`src/rtl/playback_controller.sv`:
```
// Transport controller: button/song_done pulses -> play enable, song select, player restart, loop modes, beat-timed gap.
// Latency: every output registered, response one cycle after the sampled pulse; no backpressure (single-cycle pulse inputs).
module playback_controller #(
    parameter int NUM_SONGS = 4,
    parameter int SONG_BITS = 2,
    parameter int GAP_BEATS = 4
) (
    input  logic                 i_clk,
    input  logic                 i_reset,
    input  logic                 i_play_button,
    input  logic                 i_next_button,
    input  logic                 i_prev_button,
    input  logic                 i_mode_button,
    input  logic                 i_song_done,
    input  logic                 i_beat,
    output logic                 o_play,
    output logic                 o_reset_player,
    output logic [SONG_BITS-1:0] o_current_song,
    output logic [1:0]           o_loop_mode,
    output logic [15:0]          o_beat_count,
    output logic                 o_in_gap
);

    typedef enum logic [1:0] {
        ST_PAUSED  = 2'd0,
        ST_PLAYING = 2'd1,
        ST_GAP     = 2'd2
    } state_t;

    localparam logic [1:0]           MODE_OFF = 2'd0;
    localparam logic [1:0]           MODE_ONE = 2'd1;
    localparam logic [1:0]           MODE_ALL = 2'd2;
    localparam logic [SONG_BITS-1:0] LAST_SONG = SONG_BITS'(NUM_SONGS - 1);
    localparam logic [7:0]           GAP_LEN   = 8'(GAP_BEATS);

    state_t               r_state, w_state_nxt;
    logic [SONG_BITS-1:0] r_song, w_song_nxt;
    logic [1:0]           r_mode, w_mode_nxt;
    logic                 r_reset_player, w_reset_player_nxt;
    logic [15:0]          r_beat_count, w_beat_count_nxt;
    logic [7:0]           r_gap_cnt, w_gap_cnt_nxt;
    logic [SONG_BITS-1:0] w_song_inc, w_song_dec;
    state_t               w_after_done;

    assign w_song_inc   = (r_song == LAST_SONG) ? '0 : r_song + 1'b1;
    assign w_song_dec   = (r_song == '0) ? LAST_SONG : r_song - 1'b1;
    // With a zero-length gap, auto-advance resumes playback directly.
    assign w_after_done = (GAP_LEN == 8'd0) ? ST_PLAYING : ST_GAP;

    always_comb begin
        w_state_nxt        = r_state;
        w_song_nxt         = r_song;
        w_reset_player_nxt = 1'b0;
        w_gap_cnt_nxt      = r_gap_cnt;

        if (i_next_button) begin
            w_song_nxt         = w_song_inc;
            w_reset_player_nxt = 1'b1;
            w_state_nxt        = ST_PAUSED;
        end else if (i_prev_button) begin
            w_song_nxt         = w_song_dec;
            w_reset_player_nxt = 1'b1;
            w_state_nxt        = ST_PAUSED;
        end else if (i_play_button) begin
            w_state_nxt = (r_state == ST_PAUSED) ? ST_PLAYING : ST_PAUSED;
        end else if (i_song_done && r_state == ST_PLAYING) begin
            w_reset_player_nxt = 1'b1;
            w_gap_cnt_nxt      = 8'd0;
            if (r_mode == MODE_ONE) begin
                w_state_nxt = w_after_done;
            end else if (r_mode == MODE_OFF && r_song == LAST_SONG) begin
                w_song_nxt  = '0;
                w_state_nxt = ST_PAUSED;
            end else begin
                w_song_nxt  = w_song_inc;
                w_state_nxt = w_after_done;
            end
        end else if (r_state == ST_GAP && i_beat) begin
            w_gap_cnt_nxt = r_gap_cnt + 8'd1;
            if (r_gap_cnt + 8'd1 == GAP_LEN) begin
                w_state_nxt = ST_PLAYING;
            end
        end
    end

    always_comb begin
        w_mode_nxt = r_mode;
        if (i_mode_button) begin
            w_mode_nxt = (r_mode == MODE_OFF) ? MODE_ONE :
                         (r_mode == MODE_ONE) ? MODE_ALL : MODE_OFF;
        end
    end

    // A restart clears the count even when a beat lands in the same cycle.
    always_comb begin
        w_beat_count_nxt = r_beat_count;
        if (w_reset_player_nxt) begin
            w_beat_count_nxt = 16'd0;
        end else if (r_state == ST_PLAYING && i_beat && r_beat_count != 16'hFFFF) begin
            w_beat_count_nxt = r_beat_count + 16'd1;
        end
    end

    always_ff @(posedge i_clk or posedge i_reset) begin
        if (i_reset) begin
            r_state        <= ST_PAUSED;
            r_song         <= '0;
            r_mode         <= MODE_OFF;
            r_reset_player <= 1'b0;
            r_beat_count   <= 16'd0;
            r_gap_cnt      <= 8'd0;
        end else begin
            r_state        <= w_state_nxt;
            r_song         <= w_song_nxt;
            r_mode         <= w_mode_nxt;
            r_reset_player <= w_reset_player_nxt;
            r_beat_count   <= w_beat_count_nxt;
            r_gap_cnt      <= w_gap_cnt_nxt;
        end
    end

    assign o_play         = (r_state == ST_PLAYING);
    assign o_in_gap       = (r_state == ST_GAP);
    assign o_reset_player = r_reset_player;
    assign o_current_song = r_song;
    assign o_loop_mode    = r_mode;
    assign o_beat_count   = r_beat_count;

endmodule

```
`config.mk`:
```
export PLATFORM = sky130hd
export DESIGN_NAME = playback_controller
export DESIGN_NICKNAME = d
export VERILOG_FILES = /design/src/rtl/playback_controller.sv
export SDC_FILE = /design/constraint.sdc
export NUM_CORES = 1
export LEC_CHECK = 0
export CAP_MARGIN = 25
export CORE_MARGIN = 10
export CORE_UTILIZATION = 30
export DETAILED_ROUTE_END_ITERATION = 7
export PLACE_DENSITY = 0.6
export SLEW_MARGIN = 0
export SYNTH_ARGS = -nofsm -noshare
export SYNTH_HDL_FRONTEND = slang
export SYNTH_SLANG_ARGS = --single-unit
```
`constraint.sdc`:
```
create_clock -name i_clk -period 2.1 [get_ports i_clk]
set_clock_uncertainty 0.05 [all_clocks]
set_input_delay 0.42 -clock i_clk [delete_from_list [all_inputs] [get_ports i_clk]]
set_output_delay 0.42 -clock i_clk [all_outputs]
set_load 0.02 [all_outputs]
```
==> run_results.csv <==
group,metric,value,unit
outcome,status,"complete, no violations",
setup_path,crit_fanout,10,
global_routing,grt_pass1_vias,1679,
placed_design,dp_hpwl,3.405,mm
setup_path,cp.arrival,1.49,ns
setup_path,path_cells,"nor2b_1 -> clkdlybuf4s50_1",
logic_synthesis,ys_ff_latch,31,
run,cap_violations,0,
die,placeableCoreArea,0.005921,mm²
die,num_io_pins,31,
sta,period_share,0.9336,
cts,clock_sinks,31,
placed_design,dpl.cell_count,313,
setup_path,rr_startpoint,"o_beat_count[3]",
die,fp.dieArea,0.009600,mm²
setup_path,rr_endpoint,"o_beat_count[13]",
layout,finalNonFillerCells,320,
logic_synthesis,yosys.cell_types.count,47,
logic_synthesis,synth_seq_area_share,0.4252,
cts,clock_latency,0.30,ns
detailed_routing,avgViaCountPerCell,5.197,
logic_synthesis,yosys-top-cells-area,"dfrtp_1, nand2_1, mux2i_1",
detailed_routing,ant_nets,0,
logic_synthesis,synth_edf_count,0,
setup_path,worstSetupPathType,"register to output port",
sta,setup_viol,0,
cts,cts_setup_buffers,0,
logic_synthesis,syn_area_per_cell,9.260,µm²
detailed_routing,drc,0,
global_routing,grt_usage,0.09957,
logic_synthesis,yosysWarnings,0,
logic_synthesis,syn_area,0.001824,mm²
cts,cts_root_buf,"clkbuf_8",
detailed_routing,wl_per_cell,14.38,µm
power,seqPwrFrac,0.462,
worst_hold_path,holdCritPathClass,"input pin to asynchronous set/reset pin",
detailed_routing,drt-initial-drc-count,39,
cts,h-tree-depth,2,
setup_path,required,1.63,ns
layout,antenna_cells,0,
sta,rsz0062_at_grt,"no",
logic_synthesis,ys.flop_type,"dfrtp_1",
setup_path,r2r_cells,5,
detailed_routing,firstDrtPassIters,4,
cts,cts_buffers,5,
setup_path,crit_path_top_delay_cell,"clkdlybuf4s50_1",
sta,maxSlewViolCount,0,
power,internal_power,1.023,mW
sta,tightest_slew,0.6045,ns
setup_path,slowest_delay,0.61,ns
cts,cts_tree,"yes",
logic_synthesis,synth_top_cell_by_area,"dfrtp_1",
global_routing,grt_max_degree,32,
layout,drive_above_1_share,0.1388,
layout,fin_util,0.4055,
die,die_h,97.98,µm
sta,fmax,510.1,MHz
die,initial_core_util,0.3081,
cts,cts_hold_buf,0,
power,p_sw_frac,0.2894,
setup_path,r2r_slack,0.22,ns
layout,syn2layout_area_growth,31.62,%
logic_synthesis,syn_nets,210,
power,power.switching,0.4163,mW
global_routing,antenna_found_initial,0,
placed_design,gp_congestion,0.8221,
power,power.share.clock,0.341,
setup_path,endpoint_kind,"output port",
power,peakVddDrop,0.5190,mV
sta,finalHoldViolCount,0,
sta,fin_setup_tns,0,ns
layout,fin_nets,258,
detailed_routing,vias,1663,
sta,relSlewSlack,0.5948,
logic_synthesis,async_reset_ff_frac,1.000,
cts,cts_resized,1,
detailed_routing,finalWirelength,4.601,mm
logic_synthesis,synth.most_common_cell,"dfrtp_1",
die,fp-row-count,28,
power,power_density,599.3,mW/mm²
global_routing,overflow,0,
cts,clock_path_buffers,2,
logic_synthesis,synthTopCellsByCount,"dfrtp_1, nand2_1, o21ai_0",
sta,finalCriticalPeriod,1.961,ns
cts,path_clk_slew,0.07,ns
logic_synthesis,netlist.area_leader.share,0.4252,
power,leakage,0.9757,nW
setup_path,startpoint_type,"register",
die,dieWidth,97.98,µm
power,combPwrFrac,0.196,
logic_synthesis,syn-instance-count,197,
global_routing,grt_pass1_wl,8.038,mm
placed_design,placement.io_buffers,30,
[cells in the final DEF, fill, tap and decap left out, types with 6 or more instances in the layout]
master	n
clkdlybuf4s50_1	29
dfrtp_1	29
nand2_1	24
o21ai_0	15
buf_4	13
a21oi_1	12
inv_1	10
mux2i_1	8
nand3_1	7
nand4_1	6
nor2_1	6
nand2b_1	6
clkbuf_8	6
[logic make-up (layout without fill, tap and decap cells)]
kind of cell	after synthesis	after routing	share of synthesized area
AND/OR/NAND/NOR	88	88	0.2812
XOR/XNOR	3	3	0.01441
buffers and inverters	13	61	0.02675
multiplexers	8	8	0.04390
flip-flops	31	31	0.4252
AO/OA/AOI/OAI	49	49	0.1742
adder cells (fa/ha/maj)	5	5	0.03429
[registers in the layout, indices dropped and copies added (netlist names)]
register        count
o_loop_mode         2
o_reset_player      1
o_beat_count       16
r_gap_cnt           8
o_current_song      2
r_state             2
[per-layer routing]
layer	track usage	vias to the layer above	share of wire
met5	0	-	0
met4	0.04922	0	0.018
met3	0.03524	8	0.054
met2	0.1558	31	0.45
met1	0.1179	795	0.48
li1	-	829	-
[critical path: cells and delay by family, from the launching register on]
kind                   cells  cell delay, ns
DFF                        1            0.44
and+or+nand+nor            1            0.15
buffers and inverters      1            0.61
[power by group through the flow]
| stage | logic [mW] | registers, mW | clock network, mW |
|---|---|---|---|
| floorplan | 0.127 | 0.706 | 0 |
| global placement | 0.282 | 0.675 | 0 |
| detailed placement | 0.287 | 0.676 | 0 |
| CTS | 0.289 | 0.665 | 0.506 |
| global route | 0.321 | 0.674 | 0.529 |
| finish | 0.283 | 0.665 | 0.491 |
[final cells by class]
cell class / instances / area [µm²]
clock inverter: 1 / 5.005
inverter: 11 / 41.29
timing repair buffer: 43 / 400.4
clock buffer: 6 / 82.58
sequential: 31 / 778.2
tap: 75 / 93.84
fill: 586 / 3520
multi-input combinational: 153 / 999.7
[worst max path at each step]
stage	endpoint	cells after the start	slack (ns)	from
after detailed placement	o_beat_count[13]	6	-0.003	i_beat
after global placement	o_beat_count[13]	6	0.03	i_beat
final	o_in_gap	2	0.14	r_state[1]
after floorplan	o_beat_count[11]	4	0.36	o_beat_count[3]
after CTS	o_play	2	0.01	r_state[1]
after global routing	o_in_gap	2	0.06	r_state[1]
[through the flow]
step	setup WS, ns	total power, mW	area, µm²	hold slack [ns]
floorplan	0.3630	0.8329	1824	0.4334
global placement	0.03344	0.9566	2308	0.4604
detailed placement	-0.002651	0.9627	2308	0.4758
CTS	0.01035	1.460	2397	0.4783
global route	0.05732	1.524	2401	0.5094
finish	0.1395	1.439	2401	0.4558
No activity file was read; power rests on OpenSTA's default activity.
